### src/rtl/pipe_stage_buf.sv
// ---------------------------------------------------------------------------
// pipe_stage_buf
//
// Two-entry skid buffer for a processor pipeline stage boundary. Carries a
// bundle of NUM_DATA data fields and NUM_TAG tag fields between a
// valid/ready producer and a valid/ready consumer. The input handshake
// (in_ready) comes straight from a flop, so the upstream combinational path
// never passes through out_ready. Full throughput is one bundle per cycle.
//
// Entries:
//   main : always the bundle presented on out_data/out_tag
//   skid : catches the bundle accepted in the cycle that downstream stalled
//
// Ports:
//   clk        in   rising-edge clock
//   rst        in   asynchronous active-high reset
//   in_valid   in   upstream offers a bundle
//   in_ready   out  buffer can take a bundle (registered)
//   in_data    in   NUM_DATA*DATA_W packed data, field k at [k*DATA_W +: DATA_W]
//   in_tag     in   NUM_TAG*TAG_W packed tags, same packing as in_data
//   out_valid  out  bundle presented downstream
//   out_ready  in   downstream takes the bundle
//   out_data   out  presented data (main entry)
//   out_tag    out  presented tags (main entry)
//   flush      in   synchronous squash of all held bundles
//   clr_cnt    in   synchronous clear of stall_cnt (wins over increment)
//   stall_cnt  out  saturating count of cycles with out_valid & ~out_ready
// ---------------------------------------------------------------------------
module pipe_stage_buf #(
    parameter int DATA_W   = 16,
    parameter int NUM_DATA = 4,
    parameter int TAG_W    = 4,
    parameter int NUM_TAG  = 4,
    parameter int CNT_W    = 16
) (
    input  logic                        clk,
    input  logic                        rst,
    input  logic                        in_valid,
    output logic                        in_ready,
    input  logic [NUM_DATA*DATA_W-1:0]  in_data,
    input  logic [NUM_TAG*TAG_W-1:0]    in_tag,
    output logic                        out_valid,
    input  logic                        out_ready,
    output logic [NUM_DATA*DATA_W-1:0]  out_data,
    output logic [NUM_TAG*TAG_W-1:0]    out_tag,
    input  logic                        flush,
    input  logic                        clr_cnt,
    output logic [CNT_W-1:0]            stall_cnt
);

    localparam int BUS_D = NUM_DATA * DATA_W;
    localparam int BUS_T = NUM_TAG * TAG_W;

    localparam logic [CNT_W-1:0] CNT_ONE = {{(CNT_W-1){1'b0}}, 1'b1};
    localparam logic [CNT_W-1:0] CNT_MAX = {CNT_W{1'b1}};

    typedef enum logic [1:0] {
        EMPTY = 2'd0,
        ONE   = 2'd1,
        TWO   = 2'd2
    } state_t;

    // Saturating increment: the stall counter parks at all-ones.
    function automatic logic [CNT_W-1:0] sat_inc(input logic [CNT_W-1:0] v);
        if (v == CNT_MAX)
            return v;
        else
            return v + CNT_ONE;
    endfunction

    state_t             state_q;
    state_t             state_nxt;
    logic               in_ready_q;

    logic [BUS_D-1:0]   main_data_p1;
    logic [BUS_T-1:0]   main_tag_p1;
    logic [BUS_D-1:0]   skid_data_p1;
    logic [BUS_T-1:0]   skid_tag_p1;

    logic [CNT_W-1:0]   stall_cnt_q;

    logic               accept;
    logic               pop;
    logic               stall;
    logic               load_main_in;
    logic               load_main_skid;
    logic               load_skid;

    assign out_valid = (state_q != EMPTY);
    assign in_ready  = in_ready_q;
    assign out_data  = main_data_p1;
    assign out_tag   = main_tag_p1;
    assign stall_cnt = stall_cnt_q;

    assign accept = in_valid & in_ready_q;
    assign pop    = out_valid & out_ready;
    assign stall  = out_valid & ~out_ready;

    // Occupancy next-state and entry load enables. Flush overrides every
    // transition and suppresses all loads, so a same-cycle accept is lost
    // and the stale entry contents are simply left behind.
    always_comb begin
        state_nxt      = state_q;
        load_main_in   = 1'b0;
        load_main_skid = 1'b0;
        load_skid      = 1'b0;

        if (flush) begin
            state_nxt = EMPTY;
        end else begin
            case (state_q)
                EMPTY: begin
                    if (accept) begin
                        load_main_in = 1'b1;
                        state_nxt    = ONE;
                    end
                end
                ONE: begin
                    if (accept && pop) begin
                        load_main_in = 1'b1;
                    end else if (accept) begin
                        // Downstream stalled while upstream delivered: park
                        // the newcomer behind main.
                        load_skid = 1'b1;
                        state_nxt = TWO;
                    end else if (pop) begin
                        state_nxt = EMPTY;
                    end
                end
                TWO: begin
                    // in_ready is low here, so only a pop can move us.
                    if (pop) begin
                        load_main_skid = 1'b1;
                        state_nxt      = ONE;
                    end
                end
                default: begin
                    state_nxt = EMPTY;
                end
            endcase
        end
    end

    // ---- stage boundary: occupancy state and registered in_ready ----
    // in_ready is computed from the next state so that it is already low in
    // the cycle the buffer becomes full, keeping it a pure flop output.
    always_ff @(posedge clk or posedge rst) begin
        if (rst) begin
            state_q    <= EMPTY;
            in_ready_q <= 1'b1;
        end else begin
            state_q    <= state_nxt;
            in_ready_q <= (state_nxt != TWO);
        end
    end

    // ---- stage boundary: main and skid entries ----
    always_ff @(posedge clk or posedge rst) begin
        if (rst) begin
            main_data_p1 <= '0;
            main_tag_p1  <= '0;
            skid_data_p1 <= '0;
            skid_tag_p1  <= '0;
        end else begin
            if (load_main_in) begin
                main_data_p1 <= in_data;
                main_tag_p1  <= in_tag;
            end else if (load_main_skid) begin
                main_data_p1 <= skid_data_p1;
                main_tag_p1  <= skid_tag_p1;
            end

            if (load_skid) begin
                skid_data_p1 <= in_data;
                skid_tag_p1  <= in_tag;
            end
        end
    end

    // ---- stage boundary: downstream stall counter ----
    // Flush deliberately has no effect here; only clr_cnt and reset clear it.
    always_ff @(posedge clk or posedge rst) begin
        if (rst) begin
            stall_cnt_q <= '0;
        end else if (clr_cnt) begin
            stall_cnt_q <= '0;
        end else if (stall) begin
            stall_cnt_q <= sat_inc(stall_cnt_q);
        end
    end

endmodule

### config.mk
export PLATFORM = sky130hd
export DESIGN_NAME = pipe_stage_buf
export DESIGN_NICKNAME = d
export VERILOG_FILES = /design/src/rtl/pipe_stage_buf.sv
export SDC_FILE = /design/constraint.sdc
export NUM_CORES = 1
export LEC_CHECK = 0
export BUFFER_PORTS_ARGS = -buffer_cell sky130_fd_sc_hd__clkbuf_2
export CORE_MARGIN = 5
export CORE_UTILIZATION = 53
export DETAILED_ROUTE_END_ITERATION = 8
export PLACE_DENSITY = 0.76
export SLEW_MARGIN = 20
export SYNTH_ARGS = -nofsm -noshare
export SYNTH_HDL_FRONTEND = slang
export SYNTH_SLANG_ARGS = --single-unit
export TNS_END_PERCENT = 100
### constraint.sdc
create_clock -name clk -period 7.5 [get_ports clk]
set_input_delay 1.5 -clock clk [delete_from_list [all_inputs] [get_ports clk]]
set_output_delay 1.5 -clock clk [all_outputs]
set_load 0.005 [all_outputs]
### Word-level counts from Yosys, hierarchy flattened

Cells that the tools add are included.
W data, S select, Z words.

* ROM bits: 0
* memory bits (writable): 0
* register bits after elaboration: 179
* memories kept: 0
* input port bits: 86
* word-level logic and storage cells: 47
* latch bits: 0

* reductions and logical operators: 6
* $lt $le $gt $ge: 0
* bitwise logic cells: 4
* multipliers: 0
* shift operators: 0
* divide/modulo/power cells: 0
* $add $sub $neg: 1
* equal/unequal tests: 5
* muxes and demuxes: 24

Operators with widths (count)
* $mux W64: 2
* $mux W16: 5
* $add A16 B1 Y16 const B: 1
* $eq A16 B16 Y1 const B: 1
* $mux W2: 6
* $mux W1: 9
* $pmux W2 S3: 1
* $reduce_bool A2 Y1: 3
* $ne A2 B2 Y1 const B: 2
* $and A1 B1 Y1: 3
* $eq A2 B1 Y1 const B: 1
* $eq A2 B2 Y1 const B: 1
* $logic_not A2 Y1: 1
* $pmux W1 S2: 1
* $reduce_and A2 Y1: 1
* $logic_and A1 B1 Y1: 1
* $not A1 Y1: 1

### Longest topological paths before layout

Gate-level depths: netlist (run 1).

* word-level depth: 8
* mapped depth: 5
* depth with buffers taken out: 5

### Least setup slack after synthesis (run 1)

OpenSTA, ideal clock, no wires.

* kind: input-to-reg
* from: input port out_ready
* to: register stall_cnt_q[11] (netlist: stall_cnt[11])
* stages: 4
* arrival time: 2659 ps
* setup time: 125 ps
* slack: 4716 ps
* data required time: 7375 ps
* cell sequence: o21bai_1 nor4_1 and3b_1 mux2_2

* longest elaborated chain between the ends: 4

Ends and longest elaborated chain
* start, declared: line 43 `input logic out_ready,`
* $not A1 Y1: line 97 `assign stall = out_valid & ~out_ready;`
* $and A1 B1 Y1: line 97
* $reduce_bool A2 Y1 (no source line)
* $reduce_and A2 Y1 (no source line)
* end signal, assigned: line 188 `stall_cnt_q <= sat_inc(stall_cnt_q);`
* end, declared: line 80 `logic [CNT_W-1:0] stall_cnt_q;`

No other way between the ends.
A chain may end at the register's enable or synchronous reset.

### Worst setup path in the final report (run 1)

* from: input port out_ready
* to: register main_data_p1[45] (netlist: out_data[45])

* longest elaborated chain between the ends: 6
* elaborated cells on any way between the ends: 10
* those cells by class: mux: 7; bitwise: 1; reduce/logical: 2

Ends and longest elaborated chain
* $and A1 B1 Y1 (*): line 96 `assign pop = out_valid & out_ready;`
* $logic_and A1 B1 Y1: line 119 `if (accept && pop) begin`
* $mux W1: line 119
* $pmux W1 S2: line 111 `case (state_q)`
* $mux W1: line 108 `if (flush) begin`
* $mux W64 / $reduce_bool A2 Y1 (equally long branches)
* end signal, assigned: line 166 `main_data_p1 <= in_data;`
* end signal, assigned: line 169 `main_data_p1 <= skid_data_p1;`
* end, declared: line 75 `logic [BUS_D-1:0] main_data_p1;`

Mark *: on every way between the ends. The rest lies on a longest branch, timed or not.

==> flow_summary_export.csv, run 1 <==
group,metric,value,unit
global_routing,grt_pass1_wl,26700,um
critical_path,max_stage_delay,620,ps
timing,max_freq,284,MHz
timing,max_slew_margin,0.381,
yosys,syn_nets,646,
routing,wirelength,17000,um
finish,area_growth,23.4,%
critical_path,path_max_fanout,81,
critical_path,reg2reg_slack,4660,ps
timing,hold_violations,0,
finish,diodes,0,
routing,num_vias,5285,
timing,fin_skew,7.42,ps
clock_tree,cts_tree,"yes",
clock_tree,post_cts_buffers,0,
yosys,netlist_area,0.00750,mm^2
clock_tree,ctsHoldBuffers,0,
global_routing,grt_start_max_net_pins,123,
yosys,synth_top_family_by_area,"compound AO/OA/AOI/OAI gates",
clock_tree,htreeDepth,4,
routing,first_pass_iters,4,
critical_path,startpoint,"out_ready",
floorplanning,io_pins,184,
clock_tree,path_clk_slew,60,ps
critical_path,path_cells,"clkbuf_2 > nor2b_1 > nor3_4 > buf_4 > nor2_4 > buf_4 > a21o_1",
place,place_congestion,0.859,
global_routing,grt_overflow,0,
finish,stdcell_area,0.00926,mm^2
pwr,power_density,289,mW/mm^2
timing,setup-tns-final,0,ps
place,place_area,0.00857,mm^2
outcome,status,"completed",
yosys,synth_flop_cell,"dfrtp_1",
global_routing,grt_pass1_vias,5372,
finish,nets,818,
worst_hold_path,hold_path.class,"register to register",
timing,layout_min_cycle_time,3520,ps
clock_tree,cts_root_buffer,"clkbuf_16",
routing,first_iter_violations,390,
worst_hold_path,hp-start,"out_data[50]",
critical_path,r2r_start,"state_q[0]",
critical_path,path_class,"input pin to register",
floorplanning,design.die.area,0.0166,mm^2
yosys,synth-compound-area-share,0.195,
critical_path,critical-path-top-delay-family,"buffers and inverters",
critical_path,cp_slowest_cell,"buf_4",
timing,rsz0062_at_grt,"false",
floorplanning,die_w,129,um
yosys,synthXorXnorAreaFrac,0,
global_routing,grtUsageTotal,0.203,
pwr,power.leakage,4.88,nW
critical_path,startpoint_type,"input pin",
floorplanning,start_util,0.540,
pwr,peakVddDrop,0.000141,V
timing,setup_viol,0,
timing,tightest_slew,928,ps
yosys,ys.warnings.count,0,
yosys,synth_cell_types,40,
yosys,avgSynthCellArea,13.4,um^2
clock_tree,clock_path_buffers,2,
yosys,synth-edff-count,0,
place,dp.cells,891,
clock_tree,cts_resized,0,
clock_tree,cts_buffers,17,
yosys,yosys.area_share.simple,0.0485,
routing,wire_per_inst,18.4,um
timing,drv_slew,0,
floorplanning,rows,43,
run,max-cap-violations,0,
yosys,synth-seq-cells,179,
critical_path,crit_top_cell,"buf_4",
critical_path,crit_required,7860,ps
timing,min_period_over_period,0.469,
routing,drc,0,
clock_tree,cts.sinks,179,
floorplanning,fp.coreArea,0.0139,mm^2
critical_path,path_buf_inv,3,
finish,drive_gt1_frac,0.427,
finish,fin_cells,924,
yosys,synth_seq_area_share,0.597,
critical_path,worstSetupEndpointType,"register",
floorplanning,dieHeight,129,um
routing,ant_nets,0,
yosys,synth_mux_area_frac,0.135,
critical_path,arrival,3880,ps
yosys,synthAdderAreaFrac,0.00167,
global_routing,antenna_found_initial,0,
yosys,async_flop_share,1.00,
yosys,syn_inst,559,
routing,via_per_inst,5.72,
place,dp_hpwl,11200,um
place,port_buffers,183,
clock_tree,insertion_delay,420,ps
-- final timing paths --
path	endpoint	depth (start not counted)
worst min register to register	out_data[50]	1
min in group asynchronous	out_tag[6]	2
worst max-delay path	out_data[45]	7
worst max register to register	out_data[45]	6
max in group asynchronous	out_data[22]	3
worst min-delay path	out_data[50]	1
-- cell usage after synthesis, types with 2 or more instances --
| library cell | n | area share |
|---|---|---|
| dfrtp_1 | 178 | 0.59 |
| mux2_2 | 88 | 0.13 |
| a21o_1 | 80 | 0.080 |
| a22o_1 | 80 | 0.093 |
| nor2_1 | 18 | 0.0090 |
| clkbuf_1 | 17 | 0.0085 |
| nand2_1 | 11 | 0.0055 |
| buf_2 | 10 | 0.0067 |
| nor2b_1 | 9 | 0.0075 |
| buf_1 | 8 | 0.0040 |
| a211oi_1 | 7 | 0.0070 |
| inv_1 | 7 | 0.0035 |
| a21oi_1 | 6 | 0.0040 |
| nor4_1 | 4 | 0.0033 |
| nand4_1 | 3 | 0.0025 |
| a21boi_0 | 2 | 0.0020 |
| a311oi_1 | 2 | 0.0023 |
| mux2i_1 | 2 | 0.0027 |
| nand3_1 | 2 | 0.0013 |
| nand3_2 | 2 | 0.0027 |
| nor3_1 | 2 | 0.0013 |
| o31ai_1 | 2 | 0.0020 |
| or4_1 | 2 | 0.0020 |
-- state kept, by name, indices dropped and copies added, names as in the netlist --
name,flops
out_data,64
skid_data_p1,64
out_tag,16
skid_tag_p1,16
stall_cnt,16
state_q,2
in_ready,1
-- per-layer routing --
metal	global-route usage	routed length [um]	share of wire
met4	0.0741	326	0.019
met3	0.0477	991	0.058
met2	0.339	8500	0.50
met1	0.260	7140	0.42
met5	0	0	0
-- metrics by stage --
| step | setup slack (ps) | power (mW) | hold slack (ps) | util |
|---|---|---|---|---|
| floorplan | 1140 | 1.53 | 473 | - |
| finish | 3980 | 2.67 | 474 | 0.667 |
| global placement | 3670 | 1.69 | 459 | 0.617 |
| detailed placement | 3560 | 1.72 | 464 | 0.617 |
| global route | 3790 | 2.79 | 485 | 0.667 |
| CTS | 3960 | 2.69 | 478 | 0.665 |
-- where the power goes --
part	switching [mW]	leakage, nW	total (mW)	internal [mW]
sequential	0.120	2.23	1.30	1.18
combinational	0.166	2.33	0.401	0.236
clock	0.359	0.320	0.972	0.613
total	0.645	4.88	2.67	2.03
-- cell usage in the layout (no fill, tap or decap), types with 2 or more instances in the layout --
cell / synthesis / final
dfrtp_1: 178 / 178
inv_1: 7 / 6
a21boi_0: 2 / 2
mux2i_1: 2 / 2
clkbuf_16: 0 / 17
o31ai_1: 2 / 2
nor3_1: 2 / 2
mux2_2: 88 / 88
nand4_1: 3 / 3
nand3_1: 2 / 2
a21oi_1: 6 / 6
nor2b_1: 9 / 9
clkbuf_8: 0 / 6
clkbuf_2: 0 / 183
nor2_1: 18 / 17
nor4_1: 4 / 4
a311oi_1: 2 / 2
or4_1: 2 / 2
a22o_1: 80 / 80
buf_4: 0 / 4
clkbuf_1: 17 / 2
nand2_1: 11 / 10
bufinv_16: 0 / 4
nand3_2: 2 / 2
a211oi_1: 7 / 7
a21o_1: 80 / 80
-- final cells by class --
type / instances / area, um^2
Sequential cell: 179 / 4480
Tap cell: 180 / 225
Multi-Input combinational cell: 338 / 2890
Clock inverter: 7 / 141
Timing Repair Buffer: 188 / 973
Fill cell: 1064 / 4630
Clock buffer: 25 / 515
Inverter: 7 / 33.8
-- worst reg2reg max path, stage by stage, from the launching register on --
cell     delay (ps)
dfrtp_1         490
nor2b_1         450
nor3_4           70
buf_4           390
nor2_4          520
buf_4           620
a21o_1          250
-- cells by family (layout without fill, tap and decap cells) --
| kind of cell | Yosys count | in the layout |
|---|---|---|
| AO/OA/AOI/OAI | 183 | 183 |
| adder cells (fa/ha/maj) | 1 | 1 |
| buffers and inverters | 42 | 227 |
| flip-flops | 179 | 179 |
| multiplexers | 90 | 90 |
| AND/OR/NAND/NOR | 64 | 64 |
Power figures use the tool's default switching activity.
==> run 2, diff against run 1 <==
==> constraint.sdc (replaced) <==
create_clock -name clk -period 3.7 [get_ports clk]
set_input_delay 0.74 -clock clk [delete_from_list [all_inputs] [get_ports clk]]
set_output_delay 0.74 -clock clk [all_outputs]
set_load 0.005 [all_outputs]
==> flow_summary_export.csv, run 2 (synthesis results as in run 1) <==
group,metric,value,unit
clock_tree,path_clk_slew,60,ps
critical_path,reg2regPathDepth,4,
global_routing,grt_pass1_wl,27800,um
worst_hold_path,hold_path.class,"input pin to async pin",
finish,stdcell_area,0.00928,mm^2
global_routing,grt_pass1_vias,5646,
timing,min_period_over_period,0.623,
finish,area_growth,23.7,%
clock_tree,cts.sinks,179,
place,place_area,0.00862,mm^2
timing,tightest_slew,1100,ps
clock_tree,cts_root_buffer,"clkbuf_16",
critical_path,worstSetupEndpointType,"register",
pwr,p_total,5.45,mW
timing,hold_violations,0,
finish,multi_input_area,0.00289,mm^2
pwr,peakVddDrop,0.000286,V
place,dp_hpwl,11300,um
global_routing,antenna_found_initial,0,
critical_path,arrival,2600,ps
floorplanning,rows,43,
critical_path,path_max_fanout,80,
finish,drive_gt1_frac,0.430,
routing,num_vias,5315,
pwr,power.leakage,4.88,nW
routing,wirelength,17000,um
clock_tree,cts_tree,"yes",
global_routing,grtUsageTotal,0.211,
timing,max_slew_margin,0.269,
floorplanning,start_util,0.540,
timing,setup_viol,0,
clock_tree,insertion_delay,420,ps
floorplanning,design.die.area,0.0166,mm^2
pwr,power_density,587,mW/mm^2
run,max-cap-violations,0,
finish,diodes,0,
timing,setup-tns-final,0,ps
timing,rsz0062_at_grt,"false",
routing,wire_per_inst,18.3,um
place,port_buffers,183,
outcome,status,"completed",
floorplanning,dieHeight,129,um
routing,ant_nets,0,
routing,first_iter_violations,324,
timing,drv_slew,0,
critical_path,crit_end,"skid_data_p1[31]",
clock_tree,ctsHoldBuffers,0,
finish,fillers,1058,
finish,nets,819,
routing,drc,0,
routing,first_pass_iters,4,
clock_tree,cts_buffers,17,
floorplanning,fp.coreArea,0.0139,mm^2
clock_tree,htreeDepth,4,
global_routing,grt_overflow,0,
floorplanning,die_w,129,um
critical_path,startpoint,"state_q[1]",
clock_tree,post_cts_buffers,0,
global_routing,grt_start_max_net_pins,91,
timing,layout_min_cycle_time,2300,ps
routing,via_per_inst,5.75,
critical_path,startpoint_type,"register",
finish,register_area,0.00448,mm^2
critical_path,crit_required,4000,ps
finish,mostFrequentLayoutCells,"clkbuf_2 (183), dfrtp_1 (178), mux2_2 (88)",
critical_path,r2r_start,"state_q[1]",
critical_path,r2r_end,"skid_data_p1[31]",
finish,layout_commonest_cell,"clkbuf_2",
place,place_congestion,0.912,
floorplanning,io_pins,184,
timing,fin_skew,6.78,ps
clock_tree,cts_resized,0,
clock_tree,clock_path_buffers,2,
critical_path,path_class,"register to register",
finish,utilization,0.668,
critical_path,reg2reg_slack,1400,ps
timing,max_freq,434,MHz
[run 2: critical path, stage by stage (launching register included)]
cell	delay (ps)
dfrtp_1	450
nand3b_1	300
nor2_1	250
nand2_4	580
mux2_2	540
[run 2: metrics by stage]
stage	hold slack (ps)	setup slack, ps	instances
2_1_floorplan	473	666	559
3_3_place_gp	457	1130	893
3_5_place_dp	464	1060	893
4_1_cts	270	1400	925
5_1_grt	283	1300	925
6_report	281	1400	925
[run 2: routing by layer]
layer | share of wire | GRT usage | routed length [um] | up-vias
met5 | 0 | 0 | 0 | -
met4 | 0.022 | 0.0803 | 371 | 0
met3 | 0.055 | 0.0490 | 936 | 27
met2 | 0.51 | 0.361 | 8610 | 143
met1 | 0.42 | 0.262 | 7040 | 2714
li1 | - | - | - | 2431
[run 2: area by class of cell]
cell class                 count  share of cell area
multi-input combinational    338               0.311
inverter                       7             0.00324
clock inverter                12              0.0218
timing repair buffer         189               0.108
tap                          180              0.0243
sequential                   179               0.483
clock buffer                  20              0.0492
[run 2: worst min-delay path by stage]
stage                     cells past startpoint  slack (ps)       endpoint
after detailed placement                      1         460   out_data[32]
after global routing                          2         280   out_data[26]
after global placement                        1         460     out_tag[3]
after CTS                                     2         270   stall_cnt[6]
after floorplan                               1         470    out_data[0]
final                                         2         280  stall_cnt[12]
[run 2: where the power goes]
group	internal (mW)	total, mW	switching [mW]
clock network	1.24	1.99	0.755
registers	2.39	2.64	0.246
logic	0.484	0.822	0.338
total	4.11	5.45	1.34
==> run 3, diff against run 2 <==
--- a/config.mk
+++ b/config.mk
@@ -5,11 +5,12 @@
 export SDC_FILE = /design/constraint.sdc
 export NUM_CORES = 1
 export LEC_CHECK = 0
+export ABC_AREA = 1
 export BUFFER_PORTS_ARGS = -buffer_cell sky130_fd_sc_hd__clkbuf_2
 export CORE_MARGIN = 5
-export CORE_UTILIZATION = 53
+export CORE_UTILIZATION = 54
 export DETAILED_ROUTE_END_ITERATION = 8
-export PLACE_DENSITY = 0.76
+export PLACE_DENSITY = 0.77
 export SLEW_MARGIN = 20
 export SYNTH_ARGS = -nofsm -noshare
 export SYNTH_HDL_FRONTEND = slang
==> constraint.sdc (replaced) <==
create_clock -name clk -period 2.35 [get_ports clk]
set_input_delay 0.47 -clock clk [delete_from_list [all_inputs] [get_ports clk]]
set_output_delay 0.47 -clock clk [all_outputs]
set_load 0.005 [all_outputs]
==> flow_summary_export.csv, run 3 <==
group,metric,value,unit
yosys,avgSynthCellArea,9.11,um^2
timing,fin_skew,8.77,ps
finish,diodes,0,
yosys,synth_area_leaders,"dfrtp_1 (57%), o221ai_1 (9.1%), inv_1 (8.3%)",
yosys,ys.warnings.count,0,
yosys,yosysMostFrequentCell,"dfrtp_1",
outcome,status,"completed",
clock_tree,insertion_delay,410,ps
yosys,synth-seq-cells,179,
timing,hold_slack,118,ps
critical_path,reg2regPathDepth,6,
clock_tree,htreeDepth,4,
routing,wirelength,17800,um
routing,route.met2.wl,8620,um
timing,tightest_slew,611,ps
yosys,synth_commonest_cells,"dfrtp_1 (178), inv_1 (174), nand2_1 (140)",
yosys,syn_nets,947,
pwr,power.leakage,5.10,nW
finish,mostFrequentLayoutCells,"clkbuf_2 (183), dfrtp_1 (178), inv_1 (173)",
yosys,synth_flop_cell,"dfrtp_1",
global_routing,antenna_found_initial,0,
routing,ant_nets,0,
finish,nets,1114,
timing,setup-tns-final,0,ps
yosys,netlist_area,0.00783,mm^2
clock_tree,cts_root_buffer,"clkbuf_16",
floorplanning,start_util,0.545,
timing,min_period_over_period,0.848,
critical_path,crit_required,2630,ps
routing,top_layer,"met4",
critical_path,r2r_end,"out_data[48]",
yosys,async_flop_share,1.00,
clock_tree,path_clk_slew,70,ps
routing,first_iter_violations,473,
clock_tree,cts_buffers,17,
routing,wire_per_inst,14.5,um
yosys,synth_seq_area_share,0.572,
routing,drc,0,
finish,drive_gt1_frac,0.236,
run,max-cap-violations,0,
pwr,power_density,926,mW/mm^2
finish,area_growth,22.1,%
floorplanning,design.die.area,0.0170,mm^2
pwr,power_switching,2.49,mW
critical_path,worstSetupEndpointType,"register",
floorplanning,dieHeight,130,um
clock_tree,ctsHoldBuffers,0,
global_routing,grt_overflow,0,
pwr,pwr-share-comb,0.188,
clock_tree,cts_resized,0,
clock_tree,cts.sinks,179,
routing,route.met3.wl,1010,um
pwr,switching_share,0.281,
clock_tree,clock_path_buffers,2,
global_routing,grt_start_max_net_pins,161,
critical_path,startpoint_type,"register",
yosys,syn_inst,860,
timing,layout_min_cycle_time,1990,ps
yosys,synth_top_area_cell,"dfrtp_1",
yosys,synth_cell_types,28,
finish,fillers,1168,
yosys,synth_top_area_share,0.569,
global_routing,grt_pass1_vias,6011,
pwr,seq_power_share,0.488,
routing,num_vias,6381,
finish,layout_commonest_cell,"clkbuf_2",
floorplanning,fp.coreArea,0.0144,mm^2
clock_tree,cts_tree,"yes",
global_routing,grt_pass1_wl,28900,um
critical_path,arrival,2270,ps
timing,max_slew_margin,0.592,
pwr,peakVddDrop,0.000627,V
timing,drv_slew,0,
routing,first_pass_iters,5,
routing,wl_met1,7990,um
critical_path,path_max_fanout,44,
clock_tree,post_cts_buffers,0,
pwr,p_clk_frac,0.324,
timing,max_freq,502,MHz
floorplanning,rows,44,
critical_path,reg2reg_slack,360,ps
worst_hold_path,hold_path.class,"input pin to async pin",
critical_path,r2r_start,"in_ready",
place,dp_hpwl,11800,um
floorplanning,die_w,130,um
yosys,synth-edff-count,0,
timing,hold_violations,0,
routing,via_per_inst,5.22,
critical_path,path_class,"register to register",
timing,setup_viol,0,
place,place_congestion,0.825,
global_routing,grtUsageTotal,0.211,
floorplanning,io_pins,184,
place,port_buffers,183,
timing,rsz0062_at_grt,"false",
pwr,intPower,6.37,mW
run 3: cell count changes in the layout (fill, tap and decap cells not counted), moves of 81 or more:
cell      change
inv_1       +167
nand2_1     +130
mux2_2       -88
nand3_1      +87
o221ai_1     +81
run 3: logic make-up (layout without fill, tap and decap cells):
kind of cell,after synthesis,after routing,synth area share
compound gates,170,170,0.149
buf+inv,230,409,0.116
fa+ha+maj,1,1,0.00160
flops,179,179,0.572
xor+xnor,5,5,0.00559
simple gates,275,275,0.157
run 3: power groups by stage:
stage               logic (mW)  registers [mW]  clock network (mW)
CTS                       1.70            4.32                2.93
global placement          1.61            4.33                   0
detailed placement        1.69            4.35                   0
floorplan                 1.01            4.28                   0
global route              1.93            4.41                3.06
finish                    1.67            4.32                2.87
run 3: area by class of cell:
class | count | area (um^2) | area share
inverter | 176 | 664 | 0.0695
sequential | 179 | 4480 | 0.469
multi-input combinational | 451 | 2460 | 0.257
timing repair buffer | 202 | 1130 | 0.119
clock buffer | 22 | 464 | 0.0485
clock inverter | 9 | 130 | 0.0136
tap | 184 | 230 | 0.0241
run 3: metrics by stage:
| stage | cell area (um^2) | power (mW) | cells | util | setup WS, ps |
|---|---|---|---|---|---|
| floorplan | 7840 | 5.29 | 860 | - | -414 |
| global placement | 8970 | 5.95 | 1192 | 0.624 | 386 |
| detailed placement | 8970 | 6.04 | 1192 | 0.624 | 338 |
| CTS | 9560 | 8.95 | 1223 | 0.666 | 363 |
| global route | 9560 | 9.40 | 1223 | 0.666 | 250 |
| finish | 9560 | 8.85 | 1223 | 0.666 | 357 |
run 3: worst max path at each step:
stage	cells past startpoint	startpoint	end	slack [ps]
detailed placement	7	in_valid	out_data[40]	340
global placement	7	in_valid	out_data[45]	390
CTS	6	in_ready	out_data[34]	360
finish	6	in_ready	out_data[48]	360
global route	6	in_ready	out_data[34]	250
floorplan	1	rst	out_data[0]	-410
run 3: layer usage:
metal	GRT usage	up-vias
li1	-	3180
met1	0.296	3019
met2	0.332	169
met3	0.0577	13
met4	0.0490	0
met5	0	-
run 3: worst max-delay path, cell delays in order (launching register included):
cell and delay, ps:
dfstp_2 540, nand2_1 90, nor3_2 310, nand2_4 360, buf_4 340, nand3_1 100, o221ai_1 110
